## config.mk

```make
export PLATFORM = sky130hd
export DESIGN_NAME = cvxif_copro_responder
export DESIGN_NICKNAME = d
export VERILOG_FILES = /design/src/rtl/cvxif_copro_pkg.sv /design/src/rtl/copro_decoder.sv /design/src/rtl/cvxif_copro_responder.sv
export SDC_FILE = /design/constraint.sdc
export NUM_CORES = 1
export LEC_CHECK = 0
export BUFFER_PORTS_ARGS = -buffer_cell sky130_fd_sc_hd__buf_2
export CORE_AREA = 4 4 83 162
export DETAILED_ROUTE_END_ITERATION = 10
export DIE_AREA = 0 0 87 166
export PLACE_DENSITY = 0.56
export SETUP_SLACK_MARGIN = 0.4
export SYNTH_ARGS = -nofsm -noshare
export SYNTH_HDL_FRONTEND = slang
export SYNTH_SLANG_ARGS = --single-unit
```

## constraint.sdc

```tcl
create_clock -name clk_i -period 4.7 [get_ports clk_i]
set_input_delay 1.41 -clock clk_i [delete_from_list [all_inputs] [get_ports clk_i]]
set_output_delay 1.41 -clock clk_i [all_outputs]
set_load 0.01 [all_outputs]
```

## src/rtl/cvxif_copro_pkg.sv

```systemverilog
// Shared constants and types for the CV-X-IF example coprocessor responder.
// Covers the custom-3 encodings, the decoded operation and the responder FSM states.
package cvxif_copro_pkg;

    localparam logic [6:0] OPCODE_CUSTOM3 = 7'b1111011;
    localparam logic [6:0] FUNCT7_COPRO   = 7'b0000000;
    localparam logic [2:0] F3_ADD         = 3'b000;
    localparam logic [2:0] F3_NOP         = 3'b001;
    localparam logic [2:0] F3_ADD_MULTI   = 3'b010;

    typedef enum logic [1:0] {
        OP_ADD       = 2'd0,
        OP_NOP       = 2'd1,
        OP_ADD_MULTI = 2'd2,
        OP_NONE      = 2'd3
    } copro_op_e;

    typedef enum logic [1:0] {
        IDLE     = 2'd0,
        EXEC     = 2'd1,
        WAIT_CMT = 2'd2,
        RESP     = 2'd3
    } state_e;

    typedef struct packed {
        logic      accept;
        logic      we;
        copro_op_e op;
        logic [4:0] rd;
    } decode_t;

    // Source operands an operation reads, as a {rs2,rs1} valid mask.
    function automatic logic [1:0] rs_needed(input copro_op_e op);
        case (op)
            OP_ADD, OP_ADD_MULTI: rs_needed = 2'b11;
            default:              rs_needed = 2'b00;
        endcase
    endfunction

endpackage

```

## src/rtl/copro_decoder.sv

```systemverilog
// Combinational decode of an offered custom-3 instruction.
// Accept only when the encoding is known and every operand it reads is valid.
module copro_decoder
    import cvxif_copro_pkg::*;
(
    input  logic [31:0] instr,
    input  logic [1:0]  rs_valid,
    output decode_t     dec
);

    // Register-index fields are not needed: operand values arrive on the rs bus.
    logic unused_fields;
    assign unused_fields = ^instr[24:15];

    copro_op_e op;
    logic      accept;

    always_comb begin
        op = OP_NONE;
        if (instr[6:0] == OPCODE_CUSTOM3 && instr[31:25] == FUNCT7_COPRO) begin
            case (instr[14:12])
                F3_ADD:       op = OP_ADD;
                F3_NOP:       op = OP_NOP;
                F3_ADD_MULTI: op = OP_ADD_MULTI;
                default:      op = OP_NONE;
            endcase
        end
        accept     = (op != OP_NONE) && ((rs_valid & rs_needed(op)) == rs_needed(op));
        dec.accept = accept;
        dec.we     = accept && (op != OP_NOP);
        dec.op     = op;
        dec.rd     = instr[11:7];
    end

endmodule

```

## src/rtl/cvxif_copro_responder.sv

```systemverilog
// CV-X-IF responder: takes one custom-3 offload at a time, executes it,
// waits for the matching commit (or kill) and returns the result.
module cvxif_copro_responder
    import cvxif_copro_pkg::*;
#(
    parameter int unsigned XLEN      = 32,
    parameter int unsigned ID_WIDTH  = 4,
    parameter int unsigned HART_W    = 1,
    parameter int unsigned MULTI_LAT = 3
) (
    input  logic                clk_i,
    input  logic                rst_ni,
    input  logic                issue_valid_i,
    output logic                issue_ready_o,
    input  logic [31:0]         issue_instr_i,
    input  logic [ID_WIDTH-1:0] issue_id_i,
    input  logic [HART_W-1:0]   issue_hartid_i,
    input  logic [2*XLEN-1:0]   issue_rs_i,
    input  logic [1:0]          issue_rs_valid_i,
    output logic                issue_accept_o,
    output logic                issue_writeback_o,
    input  logic                commit_valid_i,
    input  logic [ID_WIDTH-1:0] commit_id_i,
    input  logic [HART_W-1:0]   commit_hartid_i,
    input  logic                commit_kill_i,
    output logic                result_valid_o,
    input  logic                result_ready_i,
    output logic [ID_WIDTH-1:0] result_id_o,
    output logic [HART_W-1:0]   result_hartid_o,
    output logic [XLEN-1:0]     result_data_o,
    output logic [4:0]          result_rd_o,
    output logic                result_we_o,
    output state_e              dbg_state_o
);

    localparam int unsigned CNT_W = (MULTI_LAT > 1) ? $clog2(MULTI_LAT) : 1;
    localparam logic [CNT_W-1:0] MULTI_CNT = CNT_W'(MULTI_LAT - 1);

    decode_t dec;

    copro_decoder u_decoder (
        .instr    (issue_instr_i),
        .rs_valid (issue_rs_valid_i),
        .dec      (dec)
    );

    state_e              state_q;
    logic [CNT_W-1:0]    cnt_q;
    logic                committed_q;
    logic                valid_q;
    logic                we_q;
    logic [ID_WIDTH-1:0] id_q;
    logic [HART_W-1:0]   hart_q;
    logic [4:0]          rd_q;
    logic [XLEN-1:0]     data_q;

    logic            issue_hs;
    logic            commit_match;
    logic            kill_match;
    logic            commit_ok;
    logic            commit_done;
    logic [XLEN-1:0] op_result;

    // Handshakes: a transfer happens on a rising edge where valid & ready are both high.
    // issue: ready only in IDLE; result: valid is held, with data stable, until ready.
    assign issue_ready_o     = (state_q == IDLE);
    assign issue_hs          = issue_valid_i & issue_ready_o;
    assign issue_accept_o    = issue_hs & dec.accept;
    assign issue_writeback_o = issue_hs & dec.we;

    // Only meaningful outside IDLE; in IDLE the stored id/hart are stale and ignored.
    assign commit_match = commit_valid_i && (commit_id_i == id_q) && (commit_hartid_i == hart_q);
    assign kill_match   = commit_match & commit_kill_i;
    assign commit_ok    = commit_match & ~commit_kill_i;
    assign commit_done  = committed_q | commit_ok;

    assign op_result = (dec.op == OP_NOP) ? '0
                     : issue_rs_i[XLEN-1:0] + issue_rs_i[2*XLEN-1:XLEN];

    always_ff @(posedge clk_i or negedge rst_ni) begin
        if (!rst_ni) begin
            state_q     <= IDLE;
            cnt_q       <= '0;
            committed_q <= 1'b0;
            valid_q     <= 1'b0;
            we_q        <= 1'b0;
            id_q        <= '0;
            hart_q      <= '0;
            rd_q        <= '0;
            data_q      <= '0;
        end else begin
            case (state_q)
                IDLE: begin
                    if (issue_accept_o) begin
                        state_q     <= EXEC;
                        cnt_q       <= (dec.op == OP_ADD_MULTI) ? MULTI_CNT : '0;
                        committed_q <= 1'b0;
                        id_q        <= issue_id_i;
                        hart_q      <= issue_hartid_i;
                        rd_q        <= dec.rd;
                        we_q        <= dec.we;
                        data_q      <= op_result;
                    end
                end
                EXEC: begin
                    if (kill_match) begin
                        state_q <= IDLE;
                    end else if (cnt_q == '0) begin
                        if (commit_done) begin
                            state_q <= RESP;
                            valid_q <= 1'b1;
                        end else begin
                            state_q <= WAIT_CMT;
                        end
                    end else begin
                        cnt_q       <= cnt_q - 1'b1;
                        committed_q <= commit_done;
                    end
                end
                WAIT_CMT: begin
                    if (kill_match) begin
                        state_q <= IDLE;
                    end else if (commit_ok) begin
                        state_q <= RESP;
                        valid_q <= 1'b1;
                    end
                end
                RESP: begin
                    // Past the point of no return: a late kill cannot retract the result.
                    if (result_ready_i) begin
                        state_q <= IDLE;
                        valid_q <= 1'b0;
                    end
                end
                default: state_q <= IDLE;
            endcase
        end
    end

    assign result_valid_o  = valid_q;
    assign result_id_o     = id_q;
    assign result_hartid_o = hart_q;
    assign result_data_o   = data_q;
    assign result_rd_o     = rd_q;
    assign result_we_o     = we_q;
    assign dbg_state_o     = state_q;

endmodule
```

# Yosys cells after proc, flatten, opt, wreduce, memory -nomap -nowiden
# Cells that the tools add are included.
[totals]
regBits = 49
latchBits = 0
ramBits = 0
romBits = 0
input_bits = 114
out_inout_bits = 49
elab_cells = 87
memories = 0
[classes]
n_addsub = 2
mul = 0
div = 0
order_cmp = 0
eq_ne = 23
shift = 0
n_mux = 28
bitwise = 8
n_reduce_logical = 17
[ops]
columns = ["cell", "n"]
rows = [
  ["32-bit adder", 1],
  ["32-bit 2-to-1 mux", 1],
  ["2-bit 2-to-1 mux", 12],
  ["2-bit inequality test (second input constant)", 8],
  ["1-bit 2-to-1 mux", 10],
  ["2-bit case mux with 4 select lines", 1],
  ["4-bit AND reduction", 2],
  ["7-bit equality test (second input constant)", 1],
  ["7-bit logical NOT", 1],
  ["7-bit AND reduction", 1],
  ["2-bit equality test (second input constant)", 3],
  ["2-bit logical NOT", 3],
  ["3-bit inequality test (second input constant)", 2],
  ["2-bit case mux with 3 select lines", 1],
  ["1-bit AND", 5],
  ["1-bit logical AND", 5],
  ["2-bit by 1-bit equality test with 1-bit output (second input constant)", 2],
  ["4-bit equality test", 1],
  ["2-bit by 1-bit inequality test with 1-bit output (second input constant)", 2],
  ["2-bit case mux with 2 select lines", 1],
  ["3-bit by 1-bit equality test with 1-bit output (second input constant)", 1],
  ["3-bit by 2-bit equality test with 1-bit output (second input constant)", 1],
  ["3-bit logical NOT", 1],
  ["1-bit case mux with 3 select lines", 1],
  ["other kinds (11)", 11],
]

# Longest topological paths before layout
# Gate-level depths: netlist of the first run.
[depth]
ltp_word = 12
mapped_depth = 11
ltp_nobuf = 11

# Cells and area by module
# A second synthesis of the first run with hierarchy kept.
[unflattened]
cells_unflattened = 494
hier_area_um2 = 4129.0
[by_module_without_submodules]
columns = ["mod", "n_inst", "cells_per_inst", "area_per_inst_um2", "seq_area_each_um2"]
rows = [
  ["cvxif_copro_responder", 1, 475, 3985.1, 1226.2],
  ["copro_decoder", 1, 19, 143.9, 0.0],
]

# Worst setup path before layout of the first run
# No wires, ideal clock.
[synth_timing]
kind = "input -> output"
from = "input port issue_instr_i[26]"
to = "output port issue_accept_o"
t_arrival_ps = 3094
required_ps = 3290
setup_slack_ps = 196
cell_stages = 9
path_buffers = 3
cell_sequence = "or4_4 > nor4_4 > and2b_1 > nand4_1 > buf_2 > and2_4 > buf_6 > inv_2 > buf_4"
[synth_between]
elab_chain_cells = 10
elab_cells_between_ends = 12
cone_classes = "eq/ne (3); mux (2); bitwise (2); reduce/logical (5)"
[synth_rtl]
columns = ["element", "line_no", "rtl"]
rows = [
  ["start, declared", "cvxif_copro_responder.sv:15", "input logic [31:0] issue_instr_i,"],
  ["7-bit logical NOT (*)", "copro_decoder.sv:20", "if (instr[6:0] == OPCODE_CUSTOM3 && instr[31:25] == FUNCT7_COPRO) begin"],
  ["1-bit logical AND (*)", "copro_decoder.sv:20", ""],
  ["2-bit 2-to-1 mux (*)", "copro_decoder.sv:20", ""],
  ["2-bit equality test or 2-bit logical NOT (tied branches)", "cvxif_copro_pkg.sv:34", "case (op)"],
  ["2-bit OR reduction", "cvxif_copro_pkg.sv:34", ""],
  ["2-bit 2-to-1 mux", "cvxif_copro_pkg.sv:34", ""],
  ["2-bit AND", "copro_decoder.sv:28", "accept = (op != OP_NONE) && ((rs_valid & rs_needed(op)) == rs_needed(op));"],
  ["2-bit equality test", "copro_decoder.sv:28", ""],
  ["1-bit logical AND (*)", "copro_decoder.sv:28", ""],
  ["1-bit AND (*)", "cvxif_copro_responder.sv:68", "assign issue_accept_o = issue_hs & dec.accept;"],
  ["end, declared", "cvxif_copro_responder.sv:20", "output logic issue_accept_o,"],
]
# Mark *: on every way between the ends. The rest lies on a longest branch, timed or not.

# Final worst setup path of the first run
# Ends and elaborated chain as after synthesis.

==> results.py, run 1 <==
metrics = {
    "global_routing": {
        "grt_pass1_vias": 4107,
        "gr-total-overflow": 0,
        "grt_pass1_wl_um": 19700,
        "grt_usage": 0.170,
        "antenna_found_initial": 0,
        "grt_max_degree": 44,
    },
    "synthesis": {
        "yosys.area.top_type": "dfrtp_1",
        "synth.distinct_cells": 65,
        "syn_inst": 462,
        "yosysMostFrequentCell": "nand2_1",
        "synth_ff_type": "dfrtp_1",
        "ys_seq_area_frac": 0.320,
        "ys_ff_latch": 49,
        "synth-async-reset-ratio": 1.00,
        "synth_area_um2": 3830,
        "ys_warn_count": 0,
        "synth.avg_cell_area_um2": 8.30,
        "yosysTopAreaCellShare": 0.320,
        "synth_edf_count": 0,
        "synthTopCellsByCount": "nand2_1 (76), dfrtp_1 (49), a21oi_1 (42), o21ai_0 (37), ha_1 (32)",
        "syn_nets": 609,
        "synth_area_leaders": "dfrtp_1 (32%), ha_1 (10%), nand2_1 (7.4%), a21oi_1 (5.5%), o21ai_0 (4.8%)",
    },
    "power_and_ir_drop": {
        "p_leak_uw": 0.00263,
        "p_int_uw": 813,
        "power_frac_seq": 0.371,
        "p_clk_frac": 0.313,
        "share_comb_of_total_power": 0.316,
        "p_sw_uw": 423,
        "ir_worst_vdd_mv": 0.193,
        "p_sw_frac": 0.343,
        "p_per_area_nw_per_um2": 251,
    },
    "drt": {
        "dr.first_iter.drc_count": 144,
        "ant_nets": 0,
        "viasPerCell": 5.22,
        "drt_wl_total_um": 12400,
        "detail_route.wl_per_cell_um": 16.3,
        "routed-via-count": 3959,
        "drcViolationCount": 0,
        "firstDrtPassIters": 4,
    },
    "setup_path": {
        "criticalPathCategory": "input pin to output pin",
        "reg2reg_from": "dbg_state_o[1]",
        "worstSetupEndpoint": "issue_accept_o",
        "critPathMaxFanout": 3,
        "timing.critical_path.arrival_ps": 3020,
        "startpoint_type": "input pin",
        "r2r-end": "result_data_o[30]",
        "cp-startpoint": "issue_instr_i[26]",
        "worstSetupEndpointType": "output pin",
        "reg2reg_depth": 10,
        "required_ps": 3290,
        "rrSetupSlack_ps": 2370,
    },
    "sta": {
        "drv_slew": 0,
        "hold_viol": 0,
        "tightest_slew_ps": 791,
        "setup_viol": 0,
        "fin_crit_sh": 0.943,
        "layout_setup_ws_ps": 266,
        "finClkSkew_ps": 1.84,
        "relSlewSlack": 0.473,
        "fin_setup_tns_ps": 0,
        "grt_setup_unrepaired": "yes",
        "clock.fmax_mhz": 226,
        "post-route-min-period_ps": 4430,
    },
    "place": {
        "gp_congestion": 0.844,
        "post-place-ws_ps": 214,
        "place_hpwl_um": 9870,
        "portBuffers": 152,
    },
    "cells_and_area": {
        "final_util": 0.403,
        "layout-drive-gt1-share": 0.300,
        "n_antenna_cell": 0,
        "area_growth_pct": 28.3,
        "nets": 757,
    },
    "clocking": {
        "ctsRootBufferMaster": "clkbuf_16",
        "ctsHtreeMaxLevel": 2,
        "cts.path.max_buffers": 2,
        "clk-insertion-delay-late_ps": 300,
        "cts.clk_slew.worst_paths_ps": 70,
        "cts_buffers": 5,
        "cts_sinks": 49,
        "cts_tree": "yes",
    },
    "die": {
        "die_h_um": 166,
        "start_util": 0.314,
        "rows": 57,
        "core_region_area_um2": 12200,
        "die_x_um": 87,
        "io-pin-count": 163,
        "dieArea_um2": 14400,
    },
    "status": {
        "status": "completed",
    },
    "hold_path": {
        "min_path_type": "flop to flop",
    },
    "job": {
        "cap_violations": 0,
    },
}
[per-layer routing]
metal | track usage | up-vias | share of wire
met5 | 0 | - | 0
met4 | 0.0699 | 0 | 0.031
met3 | 0.0149 | 21 | 0.050
met2 | 0.346 | 125 | 0.58
met1 | 0.163 | 1851 | 0.34
li1 | - | 1962 | -
[kinds of logic (layout without fill, tap and decap cells)]
logic type | Yosys count | in the layout | share of synthesized area
AND/OR/NAND/NOR | 164 | 164 | 0.207
AO/OA/AOI/OAI | 147 | 147 | 0.249
flip-flops | 49 | 49 | 0.320
buffers and inverters | 39 | 188 | 0.0444
adder cells (fa/ha/maj) | 33 | 33 | 0.110
XOR/XNOR | 27 | 27 | 0.0617
multiplexers | 3 | 3 | 0.00816
[critical path, cell delays in order]
cell and delay (ps):
buf_6 90, or4_4 540, nor4_4 220, and2b_1 190
nand4_1 190, and2_4 220, inv_4 50, buf_2 120
[timing repair]
| item | in CTS | in global routing |
|---|---|---|
| endpoints found under the setup margin | 2 | 2 |
| hold buffers | 0 | 0 |
| gates resized for setup | 4 | 0 |
| pin swaps | 1 | 1 |
| setup buffers | 3 | 0 |
[layout make-up]
cell class | count | area, um^2
clock inverters | 3 | 25.0
well taps | 147 | 184
flip-flops and latches | 49 | 1230
inverters | 18 | 72.6
clock buffers | 5 | 125
multi-input cells | 374 | 2440
repair buffers | 162 | 848
fillers | 1273 | 7280
[placed cells by master (no fill, tap or decap), types with 5 or more instances in the layout]
master     instances
buf_2            150
nand2_1           76
dfrtp_1           49
a21oi_1           42
o21ai_0           37
ha_1              32
nor2_1            26
inv_1             16
xor2_1            16
nand3_1           13
a21o_1            13
xnor2_1           11
buf_4             10
nand4_1            7
o21bai_1           7
and3_1             6
nand2b_1           5
o31ai_1            5
nor3_1             5
clkbuf_16          5
[worst min-delay path by stage]
stage / startpoint / slack, ps / depth (start not counted) / end
6_report: result_data_o[30] / 470 / 2 / result_data_o[30]
5_1_grt: result_rd_o[3] / 500 / 2 / result_rd_o[3]
4_1_cts: result_data_o[30] / 470 / 2 / result_data_o[30]
3_5_place_dp: result_data_o[30] / 460 / 2 / result_data_o[30]
3_3_place_gp: result_data_o[30] / 450 / 2 / result_data_o[30]
2_1_floorplan: committed_q / 490 / 2 / committed_q
[stage by stage]
step	instances	hold WS, ps	power [uW]	area (um^2)
finish	758	472	1240	4920
detailed placement	747	456	857	4730
floorplan	462	486	727	3850
CTS	758	474	1250	4920
global placement	747	452	849	4730
global route	758	504	1310	4920
[registers in the layout, summed over array words and instances (netlist names)]
name / count
result_valid_o: 1
result_we_o: 1
result_data_o: 32
result_id_o: 4
cnt_q: 2
result_rd_o: 5
dbg_state_o: 2
result_hartid_o: 1
committed_q: 1
[power by group through the flow]
| stage | clock network (uW) | registers [uW] | logic (uW) |
|---|---|---|---|
| 2_1_floorplan | 0 | 459 | 268 |
| 3_3_place_gp | 0 | 466 | 382 |
| 3_5_place_dp | 0 | 468 | 390 |
| 4_1_cts | 401 | 459 | 393 |
| 5_1_grt | 414 | 463 | 438 |
| 6_report | 386 | 459 | 391 |
(Power assumes the default switching activity.)
==> run 2: changes to the inputs <==
--- a/config.mk
+++ b/config.mk
@@ -5,11 +5,14 @@
 export SDC_FILE = /design/constraint.sdc
 export NUM_CORES = 1
 export LEC_CHECK = 0
+export ABC_AREA = 1
 export BUFFER_PORTS_ARGS = -buffer_cell sky130_fd_sc_hd__buf_2
-export CORE_AREA = 4 4 83 162
+export CAP_MARGIN = 20
+export CORE_AREA = 4 4 90 177
 export DETAILED_ROUTE_END_ITERATION = 10
-export DIE_AREA = 0 0 87 166
-export PLACE_DENSITY = 0.56
+export DIE_AREA = 0 0 94 181
+export PLACE_DENSITY = 0.55
+export REMOVE_ABC_BUFFERS = 1
 export SETUP_SLACK_MARGIN = 0.4
 export SYNTH_ARGS = -nofsm -noshare
 export SYNTH_HDL_FRONTEND = slang
==> run 2 against run 1 <==
  * First-iteration DRC count is 16% higher
  * Total power is 15% higher
  * Sequential power barely moved
  * Cell count is 49% higher
  * Critical path depth is 1 lower
  * Cell area grew 17%
  * Combinational power increased by 36%
  * Highest routed layer unchanged
  * Clock power grew 11%
  * Core utilization shrank 1.1 points
  * Synthesized area is 20% higher
==> results.py, run 2 <==
metrics = {
    "global_routing": {
        "grt_pass1_vias": 4980,
        "use_met3": 0.0192,
        "gr-total-overflow": 0,
        "grt_pass1_wl_um": 23400,
        "grt_max_degree": 50,
        "met2_usage": 0.291,
        "antenna_found_initial": 0,
        "top_usage_layer": "met2",
        "grt_use_met1": 0.224,
        "grt_usage": 0.171,
    },
    "power_and_ir_drop": {
        "p_leak_uw": 0.00367,
        "p_int_uw": 905,
        "p_sw_uw": 514,
        "p_clk_frac": 0.302,
        "share_comb_of_total_power": 0.375,
        "p_per_area_nw_per_um2": 247,
        "power_frac_seq": 0.323,
        "ir_worst_vdd_mv": 0.134,
        "p_sw_frac": 0.362,
    },
    "setup_path": {
        "slowest_stage": "nand4_4",
        "startpoint_type": "input pin",
        "worstSetupEndpointType": "output pin",
        "required_ps": 3290,
        "timing.critical_path.arrival_ps": 2620,
        "cpPeakStageDelay_ps": 330,
        "criticalPathCategory": "input pin to output pin",
        "path_cells": "buf_2, nor2_1, nand2_1, nor2_4, nand4_4, inv_1, buf_2",
        "critPathMaxFanout": 17,
        "path_common_cell": "buf_2",
    },
    "die": {
        "io-pin-count": 163,
        "die_h_um": 181,
        "die_x_um": 94,
        "dieArea_um2": 17000,
        "start_util": 0.314,
        "rows": 63,
        "core_region_area_um2": 14700,
    },
    "sta": {
        "clock.fmax_mhz": 248,
        "finClkSkew_ps": 3.60,
        "tightest_slew_ps": 747,
        "setup_viol": 0,
        "post-route-min-period_ps": 4030,
        "grt_setup_unrepaired": "no",
        "hold_viol": 0,
        "drv_slew": 0,
        "fin_setup_tns_ps": 0,
        "relSlewSlack": 0.502,
        "fin_crit_sh": 0.858,
    },
    "synthesis": {
        "synth_area_um2": 4600,
        "ys_warn_count": 0,
        "yosysMostFrequentCell": "nand2_1",
        "syn_inst": 781,
        "ys_ff_latch": 49,
        "synth-xor-area-share": 0.0152,
        "synth-async-reset-ratio": 1.00,
        "synth_area_leaders": "nand2_1 (28%), dfrtp_1 (27%), inv_1 (11%), ha_1 (8.7%), nand3_1 (5.8%)",
        "synthTopCellsByCount": "nand2_1 (345), inv_1 (131), nor2_1 (68), nand3_1 (53), dfrtp_1 (49)",
        "synth.avg_cell_area_um2": 5.90,
        "yosysTopAreaCellShare": 0.281,
        "synth_compound_area_frac": 0.0630,
        "synthMuxAreaShare": 0,
        "synth_top_family_by_area": "simple AND/OR/NAND/NOR gates",
        "synth.distinct_cells": 32,
        "synth_fa_ha_area_frac": 0.0913,
        "synthSimpleGateAreaFrac": 0.444,
        "synth_edf_count": 0,
        "synth_ff_type": "dfrtp_1",
        "yosys.area.top_type": "nand2_1",
        "ys_seq_area_frac": 0.266,
    },
    "clocking": {
        "cts.clk_slew.worst_paths_ps": 70,
        "holdBufCountCts": 0,
        "cts_sinks": 49,
        "cts_setup_buffers": 0,
        "ctsHtreeMaxLevel": 2,
        "cts_tree": "yes",
        "ctsRootBufferMaster": "clkbuf_16",
        "clk-insertion-delay-late_ps": 290,
        "cts_buffers": 5,
        "cts.path.max_buffers": 2,
        "cts.repair.resized": 0,
    },
    "status": {
        "status": "completed",
    },
    "drt": {
        "drt_wl_total_um": 14300,
        "drcViolationCount": 0,
        "dr.first_iter.drc_count": 167,
        "detail_route.wl_per_cell_um": 12.6,
        "ant_nets": 0,
        "firstDrtPassIters": 4,
        "routed-via-count": 5028,
        "viasPerCell": 4.44,
    },
    "cells_and_area": {
        "layout-drive-gt1-share": 0.186,
        "n_antenna_cell": 0,
        "mostFrequentLayoutCells": "nand2_1 (345), buf_2 (152), inv_1 (131)",
        "multi_input_area_um2": 2830,
        "final_util": 0.393,
        "regArea_um2": 1230,
        "area_growth_pct": 25.0,
        "fillerInstances": 1720,
        "largest_reg_flops": 32,
        "final_common_cell": "nand2_1",
        "nets": 1083,
    },
    "place": {
        "gp_congestion": 0.884,
        "place_hpwl_um": 11800,
        "portBuffers": 152,
    },
    "job": {
        "cap_violations": 0,
    },
    "hold_path": {
        "min_path_type": "flop to flop",
    },
}
==> run 2: cell types whose count changed in the layout (fill, tap and decap cells not counted), moves of 15 or more <==
| cell | before | now |
|---|---|---|
| inv_1 | 16 | 131 |
| xor2_1 | 16 | 1 |
| nor2_1 | 26 | 68 |
| nand2_1 | 76 | 345 |
| nand3_1 | 13 | 53 |
| o21ai_0 | 37 | 21 |
==> run 2: cell type report <==
| cell class | instances | area share |
|---|---|---|
| clock buffers | 7 | 0.0248 |
| repair buffers | 155 | 0.136 |
| flip-flops and latches | 49 | 0.213 |
| clock inverters | 1 | 0.00522 |
| inverters | 134 | 0.0874 |
| multi-input cells | 591 | 0.491 |
| well taps | 195 | 0.0424 |
==> run 2: power by group through the flow <==
stage	clock (uW)	combinational, uW	sequential, uW
after floorplan	0	357	471
after global placement	0	532	466
after detailed placement	0	534	467
after CTS	446	537	459
after global routing	462	621	461
final	429	532	458
==> run 2: cells by family (layout without fill, tap and decap cells) <==
| logic type | Yosys count | count (layout) |
|---|---|---|
| buf+inv | 141 | 297 |
| flops | 49 | 49 |
| xor+xnor | 8 | 8 |
| fa+ha+maj | 33 | 33 |
| simple gates | 494 | 494 |
| compound gates | 56 | 56 |
==> run 2: worst paths after layout <==
check | start | endpoint | slack (ps) | cells after the start
setup / recovery | issue_instr_i[29] | issue_writeback_o | 670 | 7
setup reg to reg | dbg_state_o[1] | result_data_o[0] | 2450 | 8
max in group asynchronous | rst_ni | result_data_o[26] | 3020 | 2
hold / removal | result_rd_o[3] | result_rd_o[3] | 470 | 2
hold reg to reg | result_rd_o[3] | result_rd_o[3] | 470 | 2
min in group asynchronous | rst_ni | result_data_o[0] | 1220 | 2
==> run 2: per-layer routing <==
metal	up-vias	routed length [um]
li1	2716	-
met1	2155	6410
met2	140	6820
met3	17	802
met4	0	278
met5	-	0
==> run 2: stage by stage <==
stage	hold slack [ps]	instances	power [uW]	instance area (um^2)	setup WS, ps
4_1_cts	476	1132	1440	5760	643
3_3_place_gp	454	1124	998	5580	666
3_5_place_dp	457	1124	1000	5580	650
2_1_floorplan	442	774	828	4560	1150
5_1_grt	501	1132	1540	5760	510
6_report	468	1132	1420	5760	665
==> run 2: worst max-delay path, delay by kind of cell <==
family                 cells  cell delay (ps)
AND/OR/NAND/NOR            4              710
buffers and inverters      3              490
==> run 3: changes to the inputs <==
--- a/config.mk
+++ b/config.mk
@@ -6,12 +6,12 @@
 export NUM_CORES = 1
 export LEC_CHECK = 0
 export ABC_AREA = 1
-export BUFFER_PORTS_ARGS = -buffer_cell sky130_fd_sc_hd__buf_2
 export CAP_MARGIN = 20
-export CORE_AREA = 4 4 90 177
+export CORE_AREA = 4 4 65 127
 export DETAILED_ROUTE_END_ITERATION = 10
-export DIE_AREA = 0 0 94 181
-export PLACE_DENSITY = 0.55
+export DIE_AREA = 0 0 69 131
+export DONT_BUFFER_PORTS = 1
+export PLACE_DENSITY = 0.79
 export REMOVE_ABC_BUFFERS = 1
 export SETUP_SLACK_MARGIN = 0.4
 export SYNTH_ARGS = -nofsm -noshare
==> run 3 against run 2 <==
  * First-iteration DRC count rose by 90%
  * Clock skew rose by 4.4 ps
  * Core utilization rose by 27 points
  * Maximum frequency rose by 5.2%
  * Die area fell by 47%
  * Global-route usage rose by 12 points
  * Sequential cell count did not move
==> results.py, run 3 (same netlist as run 2, synthesis figures left out) <==
metrics = {
    "drt": {
        "viasPerCell": 5.43,
        "firstDrtPassIters": 5,
        "drcViolationCount": 0,
        "detail_route.wl_per_cell_um": 14.9,
        "drt_wl_total_um": 13000,
        "ant_nets": 0,
        "dr.first_iter.drc_count": 318,
        "routed-via-count": 4748,
    },
    "hold_path": {
        "min_path_type": "flop to flop",
    },
    "sta": {
        "setup_viol": 0,
        "grt_setup_unrepaired": "no",
        "fin_crit_sh": 0.816,
        "tightest_slew_ps": 654,
        "clock.fmax_mhz": 261,
        "relSlewSlack": 0.563,
        "post-route-min-period_ps": 3830,
        "fin_setup_tns_ps": 0,
        "finClkSkew_ps": 7.99,
        "drv_slew": 0,
        "hold_viol": 0,
    },
    "setup_path": {
        "required_ps": 3290,
        "crit_buf_inv": 2,
        "cpPeakStageDelay_ps": 340,
        "path_common_cell": "inv_1",
        "slowest_stage": "inv_1",
        "startpoint_type": "input pin",
        "path_cells": "inv_1, nor2_1, nand2_1, nor2_4, nand4_4, inv_1",
        "cp_top_family": "simple AND/OR/NAND/NOR gates",
        "critPathMaxFanout": 17,
        "criticalPathCategory": "input pin to output pin",
        "worstSetupEndpointType": "output pin",
        "timing.critical_path.arrival_ps": 2420,
    },
    "clocking": {
        "cts_setup_buffers": 0,
        "ctsRootBufferMaster": "clkbuf_16",
        "cts_tree": "yes",
        "ctsHtreeMaxLevel": 2,
        "holdBufCountCts": 0,
        "clk-insertion-delay-late_ps": 290,
        "cts.repair.resized": 0,
        "cts_buffers": 5,
        "cts_sinks": 49,
        "cts.clk_slew.worst_paths_ps": 70,
        "cts.path.max_buffers": 2,
    },
    "die": {
        "die_x_um": 69,
        "core_region_area_um2": 7270,
        "rows": 44,
        "io-pin-count": 163,
        "die_h_um": 131,
        "dieArea_um2": 9040,
        "start_util": 0.634,
    },
    "global_routing": {
        "grt_usage": 0.291,
        "gr-total-overflow": 0,
        "grt_pass1_vias": 4772,
        "top_usage_layer": "met2",
        "use_met3": 0.0436,
        "met2_usage": 0.559,
        "grt_pass1_wl_um": 21300,
        "grt_use_met1": 0.290,
        "grt_max_degree": 50,
        "antenna_found_initial": 0,
    },
    "cells_and_area": {
        "fillerInstances": 698,
        "n_antenna_cell": 0,
        "final_cell_area_um2": 4830,
        "final_util": 0.665,
        "mostFrequentLayoutCells": "nand2_1 (345), inv_1 (131), nor2_1 (68)",
        "multi_input_area_um2": 2830,
        "largest_reg_flops": 32,
        "stdcell_count": 875,
        "layout-drive-gt1-share": 0.0268,
        "final_common_cell": "nand2_1",
        "area_growth_pct": 4.89,
        "nets": 929,
        "regArea_um2": 1230,
    },
    "power_and_ir_drop": {
        "p_per_area_nw_per_um2": 270,
        "power_uw": 1300,
        "ir_worst_vdd_mv": 0.179,
        "p_leak_uw": 0.00297,
    },
    "place": {
        "gp_congestion": 0.983,
        "portBuffers": 0,
        "dp_cells": 867,
        "placed_area_um2": 4680,
        "place_hpwl_um": 10900,
    },
    "status": {
        "status": "completed",
    },
    "job": {
        "cap_violations": 0,
    },
}
-- run 3: cell types whose count changed in the layout (fill, tap and decap cells not counted) --
cell / before / now
buf_4: 3 / 1
clkbuf_8: 1 / 0
buf_2: 152 / 0
bufinv_16: 1 / 0
clkinvlp_4: 0 / 2
inv_8: 0 / 1
clkbuf_1: 1 / 0
-- run 3: cell type report --
class / count / area share
Inverter: 134 / 0.104
Multi-Input combinational cell: 591 / 0.585
Tap cell: 92 / 0.0238
Sequential cell: 49 / 0.254
Timing Repair Buffer: 1 / 0.00155
Clock buffer: 5 / 0.0259
Clock inverter: 3 / 0.00544
-- run 3: per-layer routing --
layer / share of wire / vias up / wire length [um]
li1: - / 2407 / -
met1: 0.35 / 2110 / 4580
met2: 0.54 / 189 / 7020
met3: 0.056 / 42 / 728
met4: 0.051 / 0 / 660
met5: 0 / - / 0
-- run 3: path summary, 6_finish.rpt --
path	start	end	slack [ps]	depth (start not counted)
max	issue_instr_i[6]	issue_writeback_o	870	6
min	cnt_q[1]	cnt_q[1]	480	2
max reg2reg	dbg_state_o[1]	result_data_o[0]	2580	7
min reg2reg	cnt_q[1]	cnt_q[1]	480	2
max in group asynchronous	rst_ni	result_data_o[29]	3800	0
min in group asynchronous	rst_ni	result_data_o[2]	800	0
-- run 3: tightest hold or removal path, cell delays in order, from the launching register on --
cell	delay, ps
dfrtp_1	350
nand2_1	50
nand2_1	50
-- run 3: per-stage QoR --
stage	hold WS [ps]	setup WS [ps]
CTS	485	854
floorplan	442	1150
finish	484	866
detailed placement	468	862
global placement	454	892
global route	544	741
-- run 3: report_power, final --
part | leakage, uW | total (uW) | switching (uW) | internal [uW]
registers | 0.000662 | 467 | 25.6 | 442
logic | 0.00224 | 460 | 304 | 155
clock network | 0.0000680 | 374 | 173 | 201
